==> config.mk <==
export PLATFORM = sky130hd
export DESIGN_NAME = lcd_init_sequencer
export DESIGN_NICKNAME = d
export VERILOG_FILES = /design/src/rtl/lcd_pkg.sv /design/src/rtl/lcd_ms_timer.sv /design/src/rtl/lcd_init_sequencer.sv
export SDC_FILE = /design/constraint.sdc
export NUM_CORES = 1
export LEC_CHECK = 0
export CORE_MARGIN = 8
export CORE_UTILIZATION = 40
export DETAILED_ROUTE_END_ITERATION = 6
export MAX_ROUTING_LAYER = met4
export PLACE_DENSITY_LB_ADDON = 0.12
export SETUP_SLACK_MARGIN = 0.3
export SKIP_CTS_REPAIR_TIMING = 1
export SLEW_MARGIN = 15
export SYNTH_ARGS = -nofsm -noshare
export SYNTH_HDL_FRONTEND = slang
export SYNTH_HIERARCHICAL = 1
export SYNTH_SLANG_ARGS = --single-unit
==> constraint.sdc <==
create_clock -name clk -period 8.2 [get_ports clk]
set_clock_uncertainty 0.05 [all_clocks]
set_input_delay 1.23 -clock clk [delete_from_list [all_inputs] [get_ports clk]]
set_output_delay 1.23 -clock clk [all_outputs]
set_load 0.005 [all_outputs]
==> src/rtl/lcd_pkg.sv <==
// lcd_pkg: opcodes, ROM word width and FSM state encoding shared by the LCD init sequencer.
package lcd_pkg;
  localparam int ROM_W = 10;
  localparam logic [1:0] OP_CMD   = 2'b00;
  localparam logic [1:0] OP_DATA  = 2'b01;
  localparam logic [1:0] OP_DELAY = 2'b10;
  localparam logic [1:0] OP_END   = 2'b11;
  typedef enum logic [3:0] {
    S_IDLE, S_RST_LO, S_RST_HI, S_FETCH, S_DECODE,
    S_SEND, S_DRAIN, S_DELAY, S_DONE, S_ERR
  } state_t;
endpackage

==> src/rtl/lcd_ms_timer.sv <==
// lcd_ms_timer: loadable down-counter that parks at zero and flags it.
module lcd_ms_timer #(
  parameter int W = 16
) (
  input  logic         clk,
  input  logic         rst,
  input  logic         load_i,
  input  logic [W-1:0] val_i,
  output logic         zero_o
);
  logic [W-1:0] cnt_q;
  always_ff @(posedge clk) begin
    if (rst) cnt_q <= '0;
    else if (load_i) cnt_q <= val_i;
    else if (cnt_q != '0) cnt_q <= cnt_q - 1'b1;
  end
  assign zero_o = cnt_q == '0;
endmodule

==> src/rtl/lcd_init_sequencer.sv <==
// lcd_init_sequencer: pulses the panel reset, then plays an init-script ROM out to the SPI byte engine.
module lcd_init_sequencer
  import lcd_pkg::*;
#(
  parameter int ROM_AW      = 6,
  parameter int MS_CYC      = 3375,
  parameter int RST_LOW_MS  = 10,
  parameter int RST_WAIT_MS = 120
) (
  input  logic              clk,
  input  logic              rst,
  input  logic              start_i,
  output logic [ROM_AW-1:0] rom_addr_o,
  input  logic [ROM_W-1:0]  rom_data_i,
  output logic              tx_valid_o,
  output logic [7:0]        tx_data_o,
  output logic              tx_dc_o,
  input  logic              tx_ready_i,
  input  logic              tx_busy_i,
  output logic              lcd_rst_o,
  output logic              busy_o,
  output logic              done_o,
  output logic              err_o
);
  localparam int TW = $clog2(255 * MS_CYC + 1);
  // Timer is loaded with N-1 so a state lasts exactly N cycles, exiting when it reads 0.
  localparam logic [TW-1:0] LO_V = TW'(RST_LOW_MS * MS_CYC - 1);
  localparam logic [TW-1:0] HI_V = TW'(RST_WAIT_MS * MS_CYC - 1);
  state_t      state_q;
  logic [1:0]  op_q;
  logic [7:0]  arg_q;
  logic        start_ok, last, tmr_load, tmr_zero;
  logic [TW-1:0] dly, tmr_val;
  always_comb begin
    start_ok = start_i & ~busy_o;
    last     = rom_addr_o == '1;
    dly      = TW'(arg_q) * TW'(MS_CYC);
    tmr_val  = state_q == S_RST_LO ? HI_V :
               state_q == S_DRAIN  ? (dly == '0 ? '0 : dly - 1'b1) : LO_V;
    tmr_load = start_ok | (state_q == S_RST_LO & tmr_zero) |
               (state_q == S_DRAIN & ~tx_busy_i & op_q == OP_DELAY);
  end
  lcd_ms_timer #(.W(TW)) u_tmr (
    .clk(clk), .rst(rst), .load_i(tmr_load), .val_i(tmr_val), .zero_o(tmr_zero)
  );
  always_ff @(posedge clk) begin
    if (rst) begin
      state_q    <= S_IDLE;
      rom_addr_o <= '0;
      tx_valid_o <= 1'b0;
      tx_data_o  <= '0;
      tx_dc_o    <= 1'b0;
      lcd_rst_o  <= 1'b1;
      busy_o     <= 1'b0;
      done_o     <= 1'b0;
      err_o      <= 1'b0;
      op_q       <= OP_CMD;
      arg_q      <= '0;
    end else begin
      case (state_q)
        S_IDLE, S_DONE, S_ERR: if (start_ok) begin
          state_q   <= S_RST_LO;
          lcd_rst_o <= 1'b0;
          busy_o    <= 1'b1;
          done_o    <= 1'b0;
          err_o     <= 1'b0;
        end
        S_RST_LO: if (tmr_zero) begin
          state_q   <= S_RST_HI;
          lcd_rst_o <= 1'b1;
        end
        S_RST_HI: if (tmr_zero) begin
          state_q    <= S_FETCH;
          rom_addr_o <= '0;
        end
        S_FETCH: state_q <= S_DECODE;
        S_DECODE: begin
          op_q       <= rom_data_i[9:8];
          arg_q      <= rom_data_i[7:0];
          tx_valid_o <= ~rom_data_i[9];
          tx_data_o  <= rom_data_i[9] ? tx_data_o : rom_data_i[7:0];
          tx_dc_o    <= rom_data_i[9] ? tx_dc_o : rom_data_i[8];
          state_q    <= rom_data_i[9] ? S_DRAIN : S_SEND;
        end
        S_DRAIN: if (!tx_busy_i) begin
          state_q <= op_q == OP_END ? S_DONE : S_DELAY;
          done_o  <= op_q == OP_END;
          busy_o  <= op_q != OP_END;
        end
        // SEND and DELAY share the advance step; the ROM address saturates at its last entry.
        S_SEND, S_DELAY: if (state_q == S_SEND ? tx_ready_i : tmr_zero) begin
          tx_valid_o <= 1'b0;
          state_q    <= last ? S_ERR : S_FETCH;
          rom_addr_o <= last ? rom_addr_o : rom_addr_o + 1'b1;
          err_o      <= last;
          busy_o     <= ~last;
        end
        default: state_q <= S_IDLE;
      endcase
    end
  end
endmodule

==> impl_metrics.csv, run 1 <==
group,metric,value,unit
drt,vias_per_cell,5.20,
timing,finalSetupViolCount,0,
timing,finalCritPeriodShare,71.9,%
finish,fin_util,45.3,%
clock_network,cts.htree.levels,2,
synthesis,seq_area_frac_synth,20.3,%
synthesis,yosys_warnings,6,
setup_path,critPathMaxStageDelay,640,ps
floorplan,initial_core_util,40.6,%
setup_path,critPathRequiredTime,8340,ps
setup_path,r2r_start,"arg_q[6]$_SDFFE_PP0P_",
finish,nNetsFinal,788,
global_routing,grt.met2_usage,24.1,%
min_path,hold_path.class,"reg2reg",
drt,dr.pass1.iters,5,
timing,period_needed,5900,ps
synthesis,ys.flop_type,"dfxtp_1",
drt,drtAntennaViolNets,0,
global_routing,grt_pass1_vias,4587,
setup_path,worstSetupPathType,"reg2reg",
finish,final_cell_count_no_fill,865,
global_routing,grt-busiest-layer,"met2",
floorplan,top_level_ports,35,
setup_path,cp_top_family,"adder cells",
timing,hold_viol_final,0,
synthesis,synth.distinct_cells,68,
drt,avgRoutedWirePerCell,14.4,um
place,numPortBuffers,34,
synthesis,syn_inst,669,
setup_path,critPathLaunch,"arg_q[6]$_SDFFE_PP0P_",
clock_network,clock_path_buffers,2,
synthesis,synth_nets,768,
outcome,status,"completed",
clock_network,clkTransAtPathRegs,70,ps
setup_path,crit_arrival,6040,ps
timing,worst_slew_pin_slew,1170,ps
synthesis,synth-edff-count,0,
setup_path,cp_num_buf_inv,2,
timing,max-slew-margin-rel,21.1,%
place,dp_cells,858,
clock_network,cts_tree,"done",
synthesis,async_reset_ff_share,0,%
timing,maxSlewViolCount,0,
synthesis,ys_ff_latch,54,
floorplan,die_w,131,um
setup_path,regToRegEndpoint,"u_tmr/cnt_q[1]$_SDFFE_PP0P_",
drt,num_vias,4495,
global_routing,grt.overflow.total,0,
synthesis,synth_area_per_cell,7.94,um2
synthesis,synth.top_cell.area_share,20.3,%
setup_path,worstSetupEndpointType,"flop",
global_routing,gr-usage-all-layers,15.3,%
setup_path,crit_fanout,12,
synthesis,yosys.area.top_type,"dfxtp_1",
global_routing,met1_usage,19.7,%
floorplan,dieArea,17200,um2
setup_path,r2r_cells,16,
clock_network,root_buffer,"clkbuf_16",
finish,post-route-cell-area,5920,um2
finish,drive_gt1_share,5.81,%
job,maxCapViolations,0,
drt,wl,12.4,mm
synthesis,syn_area,5310,um2
setup_path,r2r_setup_slack,2300,ps
synthesis,netlist_top_cells_area,"dfxtp_1, ha_1, fa_1, xnor2_1, nand2_1",
floorplan,core-area,13100,um2
place,gp_congestion,0.871,
power,p_total,1.77,mW
floorplan,die_h,131,um
global_routing,antenna_found_initial,0,
timing,setup_ws,2300,ps
power,powerDensity,299,nW/um2
global_routing,use_met3,2.17,%
setup_path,crit_path_start_kind,"flop",
finish,antennaDiodeCount,0,
power,leakage,2.59,nW
min_path,whs_endpoint,"tx_data_o[4]$_SDFFE_PP0P_",
global_routing,grt_pass1_wl,21.9,mm
timing,hold-worst-slack,408,ps
power,irDropWorstVdd,0.000155,V
place,post_dp_cell_area,5790,um2
place,hpwl,10.1,mm
drt,drtIter0Drc,194,
timing,rsz0062_at_grt,"no",
place,pre_cts_ws,2320,ps
min_path,worstHoldStart,"tx_data_o[4]$_SDFFE_PP0P_",
global_routing,grt_start_max_net_pins,37,
clock_network,cts_buffers,5,
setup_path,slowest_stage,"o21ai_1",
timing,setup_tns,0,ps
finish,area_delta_synth_final,11.5,%
setup_path,cp_cell_sequence,"inv_1 > ha_1 > fa_1 > inv_1 > fa_1 > fa_1 > ha_1 > a21o_1 > a21o_1 > a21o_1 > or3_4 > a2111oi_4 > nand4_4 > o21ai_1 > o21ai_0 > a22o_1",
clock_network,clkLatencyLatePin,300,ps
drt,drc,0,
clock_network,cts.sinks,54,
timing,fmax,170,MHz
floorplan,num_rows,42,
min_path,worstHoldPathCells,2,
[final cells by class]
cell class / instances / area (um2)
Clock buffer: 5 / 125
Clock inverter: 2 / 13.8
Fill cell: 1316 / 7160
Inverter: 73 / 274
Multi-Input combinational cell: 518 / 3850
Sequential cell: 54 / 1080
Tap cell: 176 / 220
Timing Repair Buffer: 37 / 363
[where the power goes]
group          internal, mW  switching, mW
clock                 0.112         0.0991
combinational         0.496          0.674
sequential            0.317         0.0715
total                 0.926          0.845
[Yosys cell counts (4+ instances only)]
cell type / instances
nor2b_1: 4
xnor2_1: 38
clkbuf_1: 19
nand2b_1: 11
nor4_1: 7
or3_1: 9
nand3_1: 8
dfxtp_1: 54
fa_1: 25
and3_1: 6
o21ai_0: 23
o211ai_1: 7
a21o_1: 7
a21oi_1: 54
inv_1: 73
mux2i_1: 5
xor2_1: 11
nor3_1: 22
o21ai_2: 11
ha_1: 59
nand4_1: 7
nor2_1: 49
and2_1: 4
o21ai_1: 7
nand2_1: 84
[flip-flops by register name, indices dropped and copies added, names as in the netlist]
| register | cells |
|---|---|
| busy_o | 1 |
| lcd_rst_o | 1 |
| tx_dc_o | 1 |
| done_o | 1 |
| rom_addr_o | 6 |
| arg_q | 8 |
| tx_valid_o | 1 |
| state_q | 4 |
| err_o | 1 |
| tx_data_o | 8 |
| op_q | 2 |
| u_tmr/cnt_q | 20 |
[worst register-to-register path: cells and delay by family (launching register included)]
kind / cells / cell delay (ps)
adders and majority gates: 5 / 2310
and+or+nand+nor: 2 / 550
DFF: 1 / 480
buffers and inverters: 2 / 200
AOI/OAI and AO/OA: 7 / 2220
[kinds of logic after synthesis]
logic type      after synthesis  synth area share, %
buf+inv                      97                 7.25
mux                           6                 1.15
xor+xnor                     50                 8.38
flops                        54                 20.3
simple gates                231                 21.5
fa+ha+maj                    84                 23.3
compound gates              147                 18.1
[cell usage in the layout (no fill, tap or decap), drive strengths merged, types with 7 or more instances in the layout]
| cell | synthesis | final |
|---|---|---|
| o211ai | 7 | 7 |
| clkdlybuf4s50 | 0 | 34 |
| inv | 73 | 74 |
| xor2 | 11 | 11 |
| fa | 25 | 25 |
| nand4 | 8 | 8 |
| ha | 59 | 59 |
| a21o | 7 | 7 |
| or3 | 10 | 10 |
| nand2b | 11 | 11 |
| nor2 | 49 | 49 |
| o21ai | 41 | 41 |
| a21oi | 55 | 55 |
| xnor2 | 39 | 39 |
| nand2 | 84 | 84 |
| and3 | 7 | 7 |
| nor3 | 22 | 22 |
| dfxtp | 54 | 54 |
| nand3 | 8 | 8 |
| nor4 | 9 | 9 |
[worst max-delay path by stage]
stage	to	slack, ps	cells past startpoint
finish	u_tmr/cnt_q[1]$_SDFFE_PP0P_	2300	16
global route	u_tmr/cnt_q[1]$_SDFFE_PP0P_	1940	16
CTS	u_tmr/cnt_q[1]$_SDFFE_PP0P_	2310	16
detailed placement	u_tmr/cnt_q[1]$_SDFFE_PP0P_	2320	16
global placement	u_tmr/cnt_q[1]$_SDFFE_PP0P_	2510	16
floorplan	u_tmr/cnt_q[13]$_SDFFE_PP0P_	3070	18
[metal layers]
layer,vias up,wire length [um]
met5,-,0
met4,0,195
met3,10,319
met2,81,5740
met1,2073,6170
li1,2331,-
No activity file was read; power rests on OpenSTA's default activity.
==> run 2: changes to the inputs <==
clock period = 5.86 ns   (was 8.2 ns; I/O delays follow)
==> run 2 against run 1 <==
  * Worst setup slack got worse by 1700 ps
  * Fmax is 12% higher
  * Global-route usage grew 0.17 points
  * Total power is 42% higher
  * First-iteration DRC count grew 32%
  * Critical path type unchanged
  * Sequential power grew 39%
  * Largest power group unchanged
  * Critical endpoint is now u_tmr/cnt_q[19]$_SDFFE_PP0P_
  * Largest cell class unchanged
==> impl_metrics.csv, run 2 (synthesis gave the netlist of run 1 again) <==
group,metric,value,unit
outcome,status,"completed",
power,powerDensity,419,nW/um2
place,gp_congestion,0.891,
finish,final_common_cell,"nand2_1",
place,hpwl,10.1,mm
finish,fin_util,45.8,%
finish,antennaDiodeCount,0,
timing,period_needed,5270,ps
power,power_frac_seq,21.6,%
finish,drive_gt1_share,7.64,%
setup_path,r2r_setup_slack,590,ps
clock_network,clkLatencyLatePin,310,ps
timing,maxSlewViolCount,0,
global_routing,grt_pass1_vias,4680,
floorplan,num_rows,42,
global_routing,gr-usage-all-layers,15.4,%
power,irDropWorstVdd,0.000220,V
drt,vias_per_cell,5.28,
setup_path,critPathLaunch,"arg_q[5]$_SDFFE_PP0P_",
drt,num_vias,4591,
floorplan,dieArea,17200,um2
drt,drtAntennaViolNets,0,
setup_path,r2r_cells,17,
timing,hold_viol_final,0,
clock_network,clock_path_buffers,2,
clock_network,cts.htree.levels,2,
timing,worst_slew_pin_slew,1070,ps
global_routing,antenna_found_initial,0,
finish,nNetsFinal,793,
power,leakage,2.62,nW
min_path,worstHoldPathCells,2,
setup_path,crit_arrival,5450,ps
drt,avgRoutedWirePerCell,14.5,um
floorplan,die_w,131,um
drt,wl_met3,318,um
clock_network,cts_buffers,5,
floorplan,top_level_ports,35,
min_path,hold_path.class,"reg2reg",
clock_network,root_buffer,"clkbuf_16",
timing,finalCritPeriodShare,89.9,%
drt,wl,12.6,mm
place,numPortBuffers,34,
drt,wl_met2,5.76,mm
timing,max-slew-margin-rel,27.6,%
setup_path,critPathRequiredTime,6040,ps
power,combPwrFrac,66.3,%
finish,top_register,"u_tmr/cnt_q",
power,p_sw,1.20,mW
min_path,whs_endpoint,"tx_data_o[4]$_SDFFE_PP0P_",
floorplan,core-area,13100,um2
setup_path,regToRegEndpoint,"u_tmr/cnt_q[19]$_SDFFE_PP0P_",
global_routing,grt.overflow.total,0,
finish,largest_reg_flops,20,
setup_path,r2r_start,"arg_q[5]$_SDFFE_PP0P_",
finish,top_regs,"u_tmr/cnt_q x20, arg_q x8, tx_data_o x8",
global_routing,grt_pass1_wl,22.1,mm
clock_network,cts.sinks,54,
timing,rsz0062_at_grt,"no",
setup_path,worstSetupPathType,"reg2reg",
finish,final_cell_mix,"nand2_1, inv_1, ha_1",
power,p_sw_share,47.7,%
clock_network,clkTransAtPathRegs,80,ps
drt,drc,0,
drt,dr.pass1.iters,7,
timing,finalSetupViolCount,0,
floorplan,initial_core_util,40.6,%
place,post_dp_cell_area,5810,um2
timing,setup_tns,0,ps
drt,highest_layer,"met4",
setup_path,worstSetupEndpointType,"flop",
timing,fmax,190,MHz
job,maxCapViolations,0,
setup_path,crit_fanout,11,
global_routing,grt_start_max_net_pins,37,
drt,drt-met1-wl,6.33,mm
finish,fill_cells,1355,
setup_path,crit_path_start_kind,"flop",
finish,post-route-cell-area,5990,um2
floorplan,die_h,131,um
power,pwr-share-clk,12.1,%
drt,drtIter0Drc,257,
power,internal_power,1.31,mW
finish,area_delta_synth_final,12.8,%
clock_network,cts_tree,"done",
min_path,worstHoldStart,"tx_data_o[4]$_SDFFE_PP0P_",
-- run 2: final cells by class --
cell class	instances	area [um2]	share of cell area [%]
well taps	176	220	3.68
clock inverters	2	13.8	0.230
flip-flops and latches	54	1090	18.1
repair buffers	42	400	6.68
clock buffers	5	125	2.09
multi-input cells	518	3870	64.6
inverters	73	274	4.57
-- run 2: critical path, cell delays in order (launching register included) --
cell and delay, ps:
dfxtp_2 370, fa_1 540, inv_1 60, fa_1 480, inv_1 60, fa_1 440, fa_1 520, ha_2 340
a21o_1 220, a221o_1 380, or3_1 370, o22a_1 220, xnor2_2 240, nand4_4 180, or3_1 400, a21oi_1 150
nand2_1 70, o21ai_0 120
-- run 2: per-layer routing --
| metal | global-route usage (%) | vias to the layer above |
|---|---|---|
| met1 | 20.1 | 2144 |
| li1 | - | 2351 |
| met5 | - | - |
| met2 | 24.2 | 81 |
| met4 | 4.85 | 0 |
| met3 | 2.32 | 15 |
-- run 2: power by group through the flow --
stage	Clock, mW	Combinational [mW]	Sequential (mW)
floorplan	0	1.35	0.511
global placement	0	1.64	0.546
detailed placement	0	1.65	0.548
CTS	0.314	1.66	0.540
global route	0.327	1.89	0.557
finish	0.303	1.67	0.542
-- run 2: worst max-delay path by stage --
stage | end | slack (ps)
2_1_floorplan | u_tmr/cnt_q[13]$_SDFFE_PP0P_ | 730
3_3_place_gp | u_tmr/cnt_q[1]$_SDFFE_PP0P_ | 500
3_5_place_dp | u_tmr/cnt_q[1]$_SDFFE_PP0P_ | 380
4_1_cts | u_tmr/cnt_q[19]$_SDFFE_PP0P_ | 330
5_1_grt | u_tmr/cnt_q[19]$_SDFFE_PP0P_ | 300
6_report | u_tmr/cnt_q[19]$_SDFFE_PP0P_ | 590
-- run 2: per-stage QoR --
stage / total power, mW / cells / setup slack, ps / hold WS, ps
after floorplan: 1.86 / 669 / 734 / 403
after global placement: 2.18 / 861 / 504 / 393
after detailed placement: 2.20 / 861 / 379 / 400
after CTS: 2.52 / 868 / 328 / 409
after global routing: 2.77 / 870 / 302 / 438
final: 2.51 / 870 / 590 / 407
==> run 3: changes to the inputs <==
GPL_TIMING_DRIVEN = 1   (was not set)
==> results of run 3 <==
Same layout as run 2: the final DEF is identical, and so are final timing and power.
==> patch, RTL diff (settings of run 3) <==
Make the reset (`rst`) asynchronous in 2 clocked blocks.
--- a/src/rtl/lcd_ms_timer.sv
+++ b/src/rtl/lcd_ms_timer.sv
@@ -10,5 +10,5 @@
 );
   logic [W-1:0] cnt_q;
-  always_ff @(posedge clk) begin
+  always_ff @(posedge clk or posedge rst) begin
     if (rst) cnt_q <= '0;
     else if (load_i) cnt_q <= val_i;
--- a/src/rtl/lcd_init_sequencer.sv
+++ b/src/rtl/lcd_init_sequencer.sv
@@ -44,5 +44,5 @@
     .clk(clk), .rst(rst), .load_i(tmr_load), .val_i(tmr_val), .zero_o(tmr_zero)
   );
-  always_ff @(posedge clk) begin
+  always_ff @(posedge clk or posedge rst) begin
     if (rst) begin
       state_q    <= S_IDLE;
Function: differs if rst is asserted again (counterexample within 4 cycles, from zero or initial values and one cycle with rst high); with rst held inactive, the same outputs for 10 cycles.
==> patch against run 3 <==
Wire length up 5.2%. Sequential share of layout area up 3.2 points. Setup slack worse by 0.064 ns. Synthesized area up 5.0%. Sequential cell count unchanged. Cell area up 5.9%. Critical path type unchanged.
Power is left out: the tool's default activity adds up to more than one toggle a clock period on the data nets, which glitch-free logic cannot reach.
==> patch: results (changes against run 3) <==
* Status: finished, final reports clean
* Final nets at 775 (-2.3%)
* Gpl congestion at 0.918 (+3.0%)
* Top cells by count, synth: inv_1 (77), nand2_1 (65), ha_1 (59)
* Worst endpoint data arrival time at 5.47 ns (+0.02 ns)
* Share of cells above drive strength 1 at 0.0945 (+0.0182)
* Compound-Gate Fraction of Synth Area at 0.175 (-0.00586)
* Post-Place Cell Area at 6070 µm² (+4.6%)
* Fillers at 1385 (+2.2%)
* Net count of the mapped netlist at 747 (-2.7%)
* Final HPWL DP at 10600 µm (+5.1%)
* Pin count of the biggest net entering global routing at 35 (-5.4%)
* Synth cell types at 72 (+5.9%)
* First-pass GRT wire length at 22000 µm (-0.81%)
* Post-Synth Adder-Cell Area at 0.222 (-0.0110)
* Synth Area in XOR/XNOR at 0.0691 (-0.0147)
* Syn avg cell area at 8.61 µm² (+8.4%)
* Yosys top cell area share at 0.238 (+0.0343)
* Final period util at 0.910 (+0.0109)
* Worst relative slew slack at 0.403 (+0.127)
* WL/cell at 15.5 µm (+6.8%)
* TritonRoute pass-1 iters at 5 (-2)
* Via Count at 4613 (+0.48%)
* Seq/Total Area, Yosys at 0.242 (+0.0390)
* Dpl ws at 0.186 ns (-0.194 ns)
* Drt initial violations at 298 (+16%)
* Multiplexer share of the synthesized area at 0.0339 (+0.0223)
* Vias per cell at 5.38 (+2.0%)
* Overall global routing resource usage at 0.154 (-0.000739)
## patch: cell types whose count changed after synthesis, sizes merged, moves of 6 or more
cell and change:
a21oi -23, dfrtp +53, dfxtp -54, mux2 +14, nand2 -19, nand2b -8, nand3 +14, nor2 -10
nor3 -7, o21ai +12, xnor2 -12, xor2 +6
## patch: area by class of cell
class                      count  area, µm²  share of cell area
sequential                    54       1360               0.214
multi-input combinational    494       3890               0.614
timing repair buffer          44        428              0.0674
tap                          180        225              0.0355
clock inverter                 3       28.8             0.00453
clock buffer                   5        125              0.0197
inverter                      77        289              0.0455
## patch: layer usage
layer  global-route usage  vias up  part of all wire
li1                     -     2312                 -
met1                0.208     2169              0.50
met2                0.231      117              0.45
met3               0.0247       15             0.033
met4               0.0487        0             0.018
met5                    -        -                 0
## patch: worst paths after layout
path / end / start / cells after the start
max: u_tmr/cnt_q[1] / arg_q[5] / 18
min: err_o / err_o / 2
max reg2reg: u_tmr/cnt_q[1] / arg_q[5] / 18
min reg2reg: err_o / err_o / 2
max in group asynchronous: u_tmr/cnt_q[10] / rst / 2
min in group asynchronous: done_o / rst / 3
## patch: logic make-up (layout without fill, tap and decap cells)
family,Yosys count,count (layout)
AO/OA/AOI/OAI,148,148
XOR/XNOR,44,44
adder cells (fa/ha/maj),84,84
buffers and inverters,100,129
flip-flops,54,54
multiplexers,17,17
AND/OR/NAND/NOR,201,201
## patch: worst max-delay path: stages (launching register included)
cell and delay, ns:
dfrtp_2 0.46, fa_1 0.54, inv_1 0.07, fa_1 0.48, inv_1 0.05, fa_1 0.44
fa_1 0.53, ha_2 0.28, a21o_1 0.16, a221o_1 0.38, a21o_1 0.23, or3_4 0.35
a211oi_4 0.34, nand4b_4 0.21, o21ai_4 0.21, buf_12 0.15, o21ai_0 0.10, nor2b_1 0.15
a211oi_1 0.05
